## config.mk

```make
export PLATFORM = sky130hd
export DESIGN_NAME = exec_stage_flat
export DESIGN_NICKNAME = d
export VERILOG_FILES = /design/src/rtl/pipeline_pkg.sv /design/src/rtl/exec_stage_if.sv /design/src/rtl/alu_16.sv /design/src/rtl/exec_stage.sv /design/src/flat_wrapper.sv
export SDC_FILE = /design/constraint.sdc
export NUM_CORES = 1
export LEC_CHECK = 0
export CAP_MARGIN = 25
export CORE_MARGIN = 8
export CORE_UTILIZATION = 45
export CTS_CLUSTER_SIZE = 30
export DETAILED_ROUTE_END_ITERATION = 6
export GPL_ROUTABILITY_DRIVEN = 1
export PLACE_DENSITY_LB_ADDON = 0.1
export SLEW_MARGIN = 20
export SYNTH_ARGS = -nofsm -noshare
export SYNTH_HDL_FRONTEND = slang
export SYNTH_SLANG_ARGS = --single-unit
```

## constraint.sdc

```tcl
create_clock -name clk -period 5.3 [get_ports clk]
set_input_delay 1.59 -clock clk [delete_from_list [all_inputs] [get_ports clk]]
set_output_delay 1.59 -clock clk [all_outputs]
set_load 0.005 [all_outputs]
```

## src/rtl/pipeline_pkg.sv

```systemverilog
// Shared execute-stage definitions: ALU opcodes, control-word and CCR bit
// positions, and the layout of the execute/memory boundary register.
package pipeline_pkg;

  localparam int unsigned DataW = 16;
  localparam int unsigned RegW  = 3;

  typedef enum logic [3:0] {
    AluNop  = 4'd0,
    AluNot  = 4'd1,
    AluInc  = 4'd2,
    AluDec  = 4'd3,
    AluMov  = 4'd4,
    AluAdd  = 4'd5,
    AluSub  = 4'd6,
    AluAnd  = 4'd7,
    AluOr   = 4'd8,
    AluShl  = 4'd9,
    AluShr  = 4'd10,
    AluSetc = 4'd11,
    AluClrc = 4'd12
  } alu_op_e;

  // Control word bit positions; [3:0] carry the ALU opcode.
  localparam int unsigned CtrlUseImm   = 4;
  localparam int unsigned CtrlRegWrite = 5;
  localparam int unsigned CtrlMemRead  = 6;
  localparam int unsigned CtrlMemWrite = 7;

  // CCR bit positions.
  localparam int unsigned CcrC = 2;
  localparam int unsigned CcrN = 1;
  localparam int unsigned CcrZ = 0;

  typedef struct packed {
    logic [DataW-1:0] result;
    logic [DataW-1:0] store_data;
    logic [RegW-1:0]  rd;
    logic             reg_write;
    logic             mem_read;
    logic             mem_write;
    logic             valid;
  } exmem_t;

  function automatic logic is_mem_op(input logic [7:0] ctrl);
    return ctrl[CtrlMemRead] | ctrl[CtrlMemWrite];
  endfunction

endpackage

```

## src/rtl/exec_stage_if.sv

```systemverilog
// Bundle of decode/execute inputs, pipeline controls and execute/memory
// outputs. master = upstream/downstream environment, slave = execute stage.
interface exec_stage_if;
  logic        in_valid;
  logic [15:0] Imm_value_execute;
  logic [4:0]  shmnt_execute;
  logic [15:0] Rs_data_execute;
  logic [15:0] Rd_data_execute;
  logic [2:0]  Rd_execute;
  logic [7:0]  control_signals_execute;
  logic        stall;
  logic        flush;

  logic [15:0] result_mem;
  logic [15:0] store_data_mem;
  logic [2:0]  Rd_mem;
  logic        reg_write_mem;
  logic        mem_read_mem;
  logic        mem_write_mem;
  logic        valid_mem;
  logic [2:0]  ccr;

  modport master (
    output in_valid, Imm_value_execute, shmnt_execute, Rs_data_execute, Rd_data_execute,
           Rd_execute, control_signals_execute, stall, flush,
    input  result_mem, store_data_mem, Rd_mem, reg_write_mem, mem_read_mem, mem_write_mem,
           valid_mem, ccr
  );

  modport slave (
    input  in_valid, Imm_value_execute, shmnt_execute, Rs_data_execute, Rd_data_execute,
           Rd_execute, control_signals_execute, stall, flush,
    output result_mem, store_data_mem, Rd_mem, reg_write_mem, mem_read_mem, mem_write_mem,
           valid_mem, ccr
  );
endinterface

```

## src/rtl/alu_16.sv

```systemverilog
// Combinational 16-bit ALU/shifter: result plus candidate flags and a
// per-flag write mask ({C, N, Z} order, indexed by the CCR positions).
module alu_16
  import pipeline_pkg::*;
(
  input  alu_op_e     alu_op_i,
  input  logic [15:0] a_i,
  input  logic [15:0] b_i,
  input  logic [4:0]  shmnt_i,
  output logic [15:0] result_o,
  output logic [2:0]  flags_o,
  output logic [2:0]  flag_we_o
);

  logic [16:0] sum;
  logic [16:0] diff;
  logic [16:0] inc;
  logic [16:0] dec;
  logic [31:0] shl_w;
  logic [31:0] shr_w;
  logic        shm_zero;
  logic        shm_sixteen;
  logic        c_next;
  logic        zn_we;
  logic        c_we;

  // 17-bit arithmetic: bit 16 is carry-out for add/inc and borrow for sub/dec.
  always_comb begin
    sum   = {1'b0, a_i} + {1'b0, b_i};
    diff  = {1'b0, a_i} - {1'b0, b_i};
    inc   = {1'b0, a_i} + 17'd1;
    dec   = {1'b0, a_i} - 17'd1;
    // Bit 16 of shl_w / bit 15 of shr_w hold the last bit shifted out.
    shl_w = {16'b0, a_i} << shmnt_i;
    shr_w = {a_i, 16'b0} >> shmnt_i;
    shm_zero    = (shmnt_i == 5'd0);
    shm_sixteen = (shmnt_i == 5'd16);
  end

  // Opcode decode: result, carry candidate and which flags may be written.
  always_comb begin
    result_o = '0;
    c_next   = 1'b0;
    zn_we    = 1'b0;
    c_we     = 1'b0;
    case (alu_op_i)
      AluNot: begin
        result_o = ~a_i;
        zn_we    = 1'b1;
      end
      AluInc: begin
        {c_next, result_o} = inc;
        zn_we = 1'b1;
        c_we  = 1'b1;
      end
      AluDec: begin
        {c_next, result_o} = dec;
        zn_we = 1'b1;
        c_we  = 1'b1;
      end
      AluMov: begin
        result_o = b_i;
      end
      AluAdd: begin
        {c_next, result_o} = sum;
        zn_we = 1'b1;
        c_we  = 1'b1;
      end
      AluSub: begin
        {c_next, result_o} = diff;
        zn_we = 1'b1;
        c_we  = 1'b1;
      end
      AluAnd: begin
        result_o = a_i & b_i;
        zn_we    = 1'b1;
      end
      AluOr: begin
        result_o = a_i | b_i;
        zn_we    = 1'b1;
      end
      AluShl: begin
        result_o = shl_w[15:0];
        // A shift of exactly 16 reports the MSB of Rd as carry.
        c_next   = shm_sixteen ? a_i[15] : shl_w[16];
        zn_we    = 1'b1;
        c_we     = ~shm_zero;
      end
      AluShr: begin
        result_o = shr_w[31:16];
        // A shift of exactly 16 reports the LSB of Rd as carry.
        c_next   = shm_sixteen ? a_i[0] : shr_w[15];
        zn_we    = 1'b1;
        c_we     = ~shm_zero;
      end
      AluSetc: begin
        c_next = 1'b1;
        c_we   = 1'b1;
      end
      AluClrc: begin
        c_next = 1'b0;
        c_we   = 1'b1;
      end
      default: ;
    endcase
  end

  // Pack flags and write masks into CCR bit order.
  always_comb begin
    flags_o         = '0;
    flag_we_o       = '0;
    flags_o[CcrC]   = c_next;
    flags_o[CcrN]   = result_o[15];
    flags_o[CcrZ]   = (result_o == 16'h0000);
    flag_we_o[CcrC] = c_we;
    flag_we_o[CcrN] = zn_we;
    flag_we_o[CcrZ] = zn_we;
  end

endmodule

```

## src/rtl/exec_stage.sv

```systemverilog
// Execute stage: operand select, ALU/address generation, CCR and the
// execute/memory boundary register with stall/flush handling.
module exec_stage
  import pipeline_pkg::*;
(
  input  logic         clk,
  input  logic         rst,
  exec_stage_if.slave  bus
);

  logic [7:0]  ctrl;
  logic        mem_op;
  logic [15:0] operand_b;
  logic [15:0] addr;
  logic [15:0] alu_result;
  logic [2:0]  alu_flags;
  logic [2:0]  alu_we;

  exmem_t      out_q, out_d;
  logic [2:0]  ccr_q, ccr_d;

  // Operand selection and effective-address generation.
  always_comb begin
    ctrl      = bus.control_signals_execute;
    mem_op    = is_mem_op(ctrl);
    operand_b = ctrl[CtrlUseImm] ? bus.Imm_value_execute : bus.Rs_data_execute;
    addr      = bus.Rs_data_execute + bus.Imm_value_execute;
  end

  alu_16 u_alu (
    .alu_op_i  (alu_op_e'(ctrl[3:0])),
    .a_i       (bus.Rd_data_execute),
    .b_i       (operand_b),
    .shmnt_i   (bus.shmnt_execute),
    .result_o  (alu_result),
    .flags_o   (alu_flags),
    .flag_we_o (alu_we)
  );

  // Next boundary/CCR state: flush beats stall; stall holds; bubble zeroes.
  always_comb begin
    out_d = out_q;
    ccr_d = ccr_q;
    if (bus.flush || (!bus.stall && !bus.in_valid)) begin
      out_d = '0;
    end else if (!bus.stall) begin
      out_d.result     = mem_op ? addr : alu_result;
      out_d.store_data = bus.Rd_data_execute;
      out_d.rd         = bus.Rd_execute;
      out_d.reg_write  = ctrl[CtrlRegWrite];
      out_d.mem_read   = ctrl[CtrlMemRead];
      out_d.mem_write  = ctrl[CtrlMemWrite];
      out_d.valid      = 1'b1;
      if (!mem_op) begin
        ccr_d = (ccr_q & ~alu_we) | (alu_flags & alu_we);
      end
    end
  end

  // Boundary register and CCR; reset overrides stall and flush.
  always_ff @(posedge clk) begin
    if (rst) begin
      out_q <= '0;
      ccr_q <= '0;
    end else begin
      out_q <= out_d;
      ccr_q <= ccr_d;
    end
  end

  assign bus.result_mem     = out_q.result;
  assign bus.store_data_mem = out_q.store_data;
  assign bus.Rd_mem         = out_q.rd;
  assign bus.reg_write_mem  = out_q.reg_write;
  assign bus.mem_read_mem   = out_q.mem_read;
  assign bus.mem_write_mem  = out_q.mem_write;
  assign bus.valid_mem      = out_q.valid;
  assign bus.ccr            = ccr_q;

endmodule

```

## src/flat_wrapper.sv

```systemverilog
// flat-port wrapper written by rule: the top's interface ports become plain ports
module exec_stage_flat import pipeline_pkg::*;
  (clk, rst, bus_in_valid, bus_Imm_value_execute, bus_shmnt_execute, bus_Rs_data_execute, bus_Rd_data_execute, bus_Rd_execute, bus_control_signals_execute, bus_stall, bus_flush, bus_result_mem, bus_store_data_mem, bus_Rd_mem, bus_reg_write_mem, bus_mem_read_mem, bus_mem_write_mem, bus_valid_mem, bus_ccr);
  exec_stage_if bus_i ();
  input  logic clk;
  input  logic rst;
  input wire logic [$bits(bus_i.in_valid)-1:0] bus_in_valid;
  input wire logic [$bits(bus_i.Imm_value_execute)-1:0] bus_Imm_value_execute;
  input wire logic [$bits(bus_i.shmnt_execute)-1:0] bus_shmnt_execute;
  input wire logic [$bits(bus_i.Rs_data_execute)-1:0] bus_Rs_data_execute;
  input wire logic [$bits(bus_i.Rd_data_execute)-1:0] bus_Rd_data_execute;
  input wire logic [$bits(bus_i.Rd_execute)-1:0] bus_Rd_execute;
  input wire logic [$bits(bus_i.control_signals_execute)-1:0] bus_control_signals_execute;
  input wire logic [$bits(bus_i.stall)-1:0] bus_stall;
  input wire logic [$bits(bus_i.flush)-1:0] bus_flush;
  output wire logic [$bits(bus_i.result_mem)-1:0] bus_result_mem;
  output wire logic [$bits(bus_i.store_data_mem)-1:0] bus_store_data_mem;
  output wire logic [$bits(bus_i.Rd_mem)-1:0] bus_Rd_mem;
  output wire logic [$bits(bus_i.reg_write_mem)-1:0] bus_reg_write_mem;
  output wire logic [$bits(bus_i.mem_read_mem)-1:0] bus_mem_read_mem;
  output wire logic [$bits(bus_i.mem_write_mem)-1:0] bus_mem_write_mem;
  output wire logic [$bits(bus_i.valid_mem)-1:0] bus_valid_mem;
  output wire logic [$bits(bus_i.ccr)-1:0] bus_ccr;
  assign bus_i.in_valid = bus_in_valid;
  assign bus_i.Imm_value_execute = bus_Imm_value_execute;
  assign bus_i.shmnt_execute = bus_shmnt_execute;
  assign bus_i.Rs_data_execute = bus_Rs_data_execute;
  assign bus_i.Rd_data_execute = bus_Rd_data_execute;
  assign bus_i.Rd_execute = bus_Rd_execute;
  assign bus_i.control_signals_execute = bus_control_signals_execute;
  assign bus_i.stall = bus_stall;
  assign bus_i.flush = bus_flush;
  assign bus_result_mem = bus_i.result_mem;
  assign bus_store_data_mem = bus_i.store_data_mem;
  assign bus_Rd_mem = bus_i.Rd_mem;
  assign bus_reg_write_mem = bus_i.reg_write_mem;
  assign bus_mem_read_mem = bus_i.mem_read_mem;
  assign bus_mem_write_mem = bus_i.mem_write_mem;
  assign bus_valid_mem = bus_i.valid_mem;
  assign bus_ccr = bus_i.ccr;
  exec_stage u_core (.clk(clk), .rst(rst), .bus(bus_i));
endmodule
```

==> key figures <==
Run status
  – Outcome: finished, final reports clean

Power
  – Power Density: 156 nW/µm²
  – Clock power frac: 22.1%
  – Sequential share of power: 20.4%
  – Switching share of total power: 38.5%
  – Worst VDD drop: 118 µV
  – Sw Pwr: 625 µW
  – Logic pwr share: 57.5%
  – Int Pwr: 996 µW
  – Leak: 0.00432 µW

Global routing
  – Pin count of the biggest net entering global routing: 35
  – First-pass GRT wire length: 48.3 mm
  – Number of global-route vias before repair: 8837
  – Antenna violations before repair: 2
  – GRT Total Usage: 27.5%
  – Remaining global-route overflow: 0

Timing
  – Minimum clock period: 5.10 ns
  – Max Slew Vio Count: 0
  – Final period utilization: 96.1%
  – Fmax achieved: 196 MHz
  – Final setup viols: 0
  – Worst slew pin tran: 1.12 ns
  – Hold slack: 0.453 ns
  – Max_slew headroom: 25.0%
  – Post-Route Setup TNS: 0 ns
  – Clock Skew: 0 ns
  – Final Hold Viols: 0

Yosys
  – Adder-Cell Fraction of Synth Area: 13.2%
  – Largest family of logic cells by synthesized area: compound AO/OA/AOI/OAI gates
  – Most common cell in the netlist: nor2_1
  – Synthesized flop and latch total: 42
  – Area leader, netlist: ha_1
  – Cells after synthesis: 1010
  – Yosys warning total: 0
  – Library cells used by synthesis: 77
  – Compound-gate portion of the synthesized area: 28.7%
  – Post-Syn Area: 7680 µm²
  – Asr flop ratio synth: 0%
  – Seq/Total Area, Yosys: 11.0%
  – Post-synth EDFFs: 0
  – Post-synth top area share: 12.4%
  – Largest cells by area after synthesis: ha_1 (12%), dfxtp_1 (11%), mux2i_1 (6.5%)
  – Syn nets: 1158
  – Simple-gate portion of the synthesized area: 19.8%
  – Avg Synthesized Cell Area: 7.60 µm²
  – Xor and xnor area share after synthesis: 4.34%
  – Top post-synthesis cells by count: nor2_1 (92), clkbuf_1 (77), ha_1 (76)
  – Mux cell area share after synthesis: 15.9%
  – Post-synth top flop: dfxtp_1

Critical path
  – FF-to-FF End: u_core.bus.result_mem[15]
  – RR Startpoint: u_core.bus.result_mem[15]
  – Critical path type: in -> reg
  – R2R cell count: 3
  – Crit path cell chain: clkdlybuf4s50_1 > mux2_4 > buf_4 > ha_1 > inv_1 > fa_2 > nand3b_1 > o21a_1 > o22ai_1 > a211o_1 > a211o_1 > or4_4 > nor4_4 > buf_4 > nand4b_1 > o41ai_2
  – CP Launch Type: input pin
  – Setup crit end kind: flop
  – Max FO, Critical Path: 3
  – Worst Path Buf+Inv: 4
  – Crit path max-delay cell type: or4_4
  – Register-to-Register Setup Slack: 4.53 ns
  – Critical Path Stages: 16
  – Cell family with most CP delay: compound AO/OA/AOI/OAI gates
  – Largest stage delay, worst path: 0.46 ns
  – Critical Path Start: bus_Rs_data_execute[0]
  – Worst path required time: 5.49 ns
  – Critical path data arrival time: 5.29 ns

Route
  – Initial DRC count: 869
  – Antenna viol nets, final: 0
  – Drt pass-1 iters: 5
  – Final WL: 30.4 mm
  – Routed vias/inst: 6.25
  – DR vias: 8988
  – Post-DR wirelength/cell: 21.1 µm
  – DRC viols: 0

Clock network
  – CTS buffer count: 5
  – CTS Buffer Depth: 2
  – Root buffer cell: clkbuf_16
  – CTS H-Tree Depth: 2
  – Clk_lat worst skew: 0.28 ns
  – Clock-pin slew on the worst setup and hold paths: 0.06 ns
  – CTS tree: yes
  – Hold Buf Count CTS: 0
  – TritonCTS Sinks: 42

Min path
  – Hold path startpoint: u_core.bus.valid_mem
  – Hold Path Cell Cnt: 1
  – Hold Path Class: reg -> reg

Layout
  – Fill count: 1586
  – Fin cells: 1438
  – Share of layout cells above drive strength 1: 21.8%
  – Diode count: 0
  – Area delta synth->final: 35.2%
  – NumNets Final: 1365

Place
  – IO buf count: 110
  – Final GP Congestion: 0.955
  – Post-detail-place hpwl: 24.2 mm
  – Placed cells: 1427

Die
  – # IOs: 111
  – # rows: 47
  – Die height: 147 µm
  – DIE AREA: 21500 µm²
  – Starting Density: 46.1%
  – Placeable Area: 16600 µm²
  – Die Wd: 147 µm

Job
  – Maxcap violations: 0
==> metal layers <==
layer	share of wire [%]	track usage [%]	wire length, µm
met5	0.043	0	13
met4	2.9	8.50	885
met3	7.5	4.79	2290
met2	46	44.3	13900
met1	44	36.5	13300
==> repair_timing <==
action                                  4_1_cts  5_1_grt
setup buffers                                 0        2
pin swaps                                     0        5
endpoints found under the setup margin        4        7
gates cloned                                  0        0
gates resized for setup                       9       21
==> through the flow <==
stage / utilization (%) / setup slack (ns) / area [µm²] / total power [µW]
floorplan: - / 0.00493 / 7680 / 849
global placement: 60.6 / -0.464 / 10100 / 1230
detailed placement: 60.6 / -0.545 / 10100 / 1230
CTS: 61.8 / 0.0234 / 10300 / 1600
global route: 62.4 / -0.0282 / 10400 / 1720
finish: 62.4 / 0.205 / 10400 / 1620
==> worst min-delay path by stage <==
stage          slack (ns)                    to
3_5_place_dp         0.44  u_core.bus.valid_mem
6_report             0.45  u_core.bus.valid_mem
4_1_cts              0.45  u_core.bus.valid_mem
3_3_place_gp         0.44  u_core.bus.valid_mem
2_1_floorplan        0.45  u_core.bus.valid_mem
5_1_grt              0.50  u_core.bus.valid_mem
==> worst register-to-register path: cells and delay by family, from the launching register on <==
family / cells / cell delay, ns
compound gates: 3 / 0.39
flops: 1 / 0.34
==> layout make-up <==
type	count	area [µm²]	share of cell area (%)
timing repair buffer	289	2500	24.1
multi-input combinational	826	6390	61.6
sequential	42	841	8.10
clock buffer	5	125	1.21
clock inverter	3	43.8	0.422
tap	220	275	2.65
inverter	53	199	1.92
==> registers in the layout (all words and copies together) (netlist names), named ones only <==
register and cells:
u_core.bus.store_data_mem 16, u_core.bus.valid_mem 1, u_core.bus.mem_write_mem 1, u_core.bus.Rd_mem 3, u_core.bus.mem_read_mem 1, u_core.bus.result_mem 16, u_core.bus.reg_write_mem 1
==> power groups by stage <==
stage	clock, µW	sequential, µW	combinational (µW)
after floorplan	0	339	510
after global placement	0	338	888
after detailed placement	0	338	891
after CTS	365	331	902
after global routing	377	332	1010
final	358	331	932
==> cell families (layout without fill, tap and decap cells) <==
kind of cell,Yosys count,after routing
multiplexers,90,90
AO/OA/AOI/OAI,321,321
XOR/XNOR,38,38
flip-flops,42,42
buffers and inverters,142,350
adder cells (fa/ha/maj),79,79
AND/OR/NAND/NOR,298,298
==> cell usage in the layout (no fill, tap or decap), types with 12 or more instances in the layout <==
master | netlist | final
nor3_1 | 35 | 35
a221oi_1 | 16 | 16
inv_1 | 51 | 50
o221ai_1 | 12 | 12
nand3_1 | 19 | 19
mux2i_1 | 50 | 49
a31oi_1 | 12 | 12
nand2b_1 | 16 | 16
nand2_1 | 54 | 54
mux2_2 | 18 | 17
mux4_2 | 17 | 17
clkdlybuf4s50_1 | 0 | 106
buf_4 | 0 | 170
ha_1 | 76 | 74
dfxtp_1 | 42 | 42
o211ai_1 | 15 | 15
a211oi_1 | 19 | 16
xor2_1 | 13 | 13
a21oi_1 | 62 | 62
nor2_1 | 92 | 92
xnor2_1 | 25 | 25
o21ai_0 | 63 | 61
o22ai_1 | 22 | 22
Note: power is estimated with default switching activity, not from simulation.
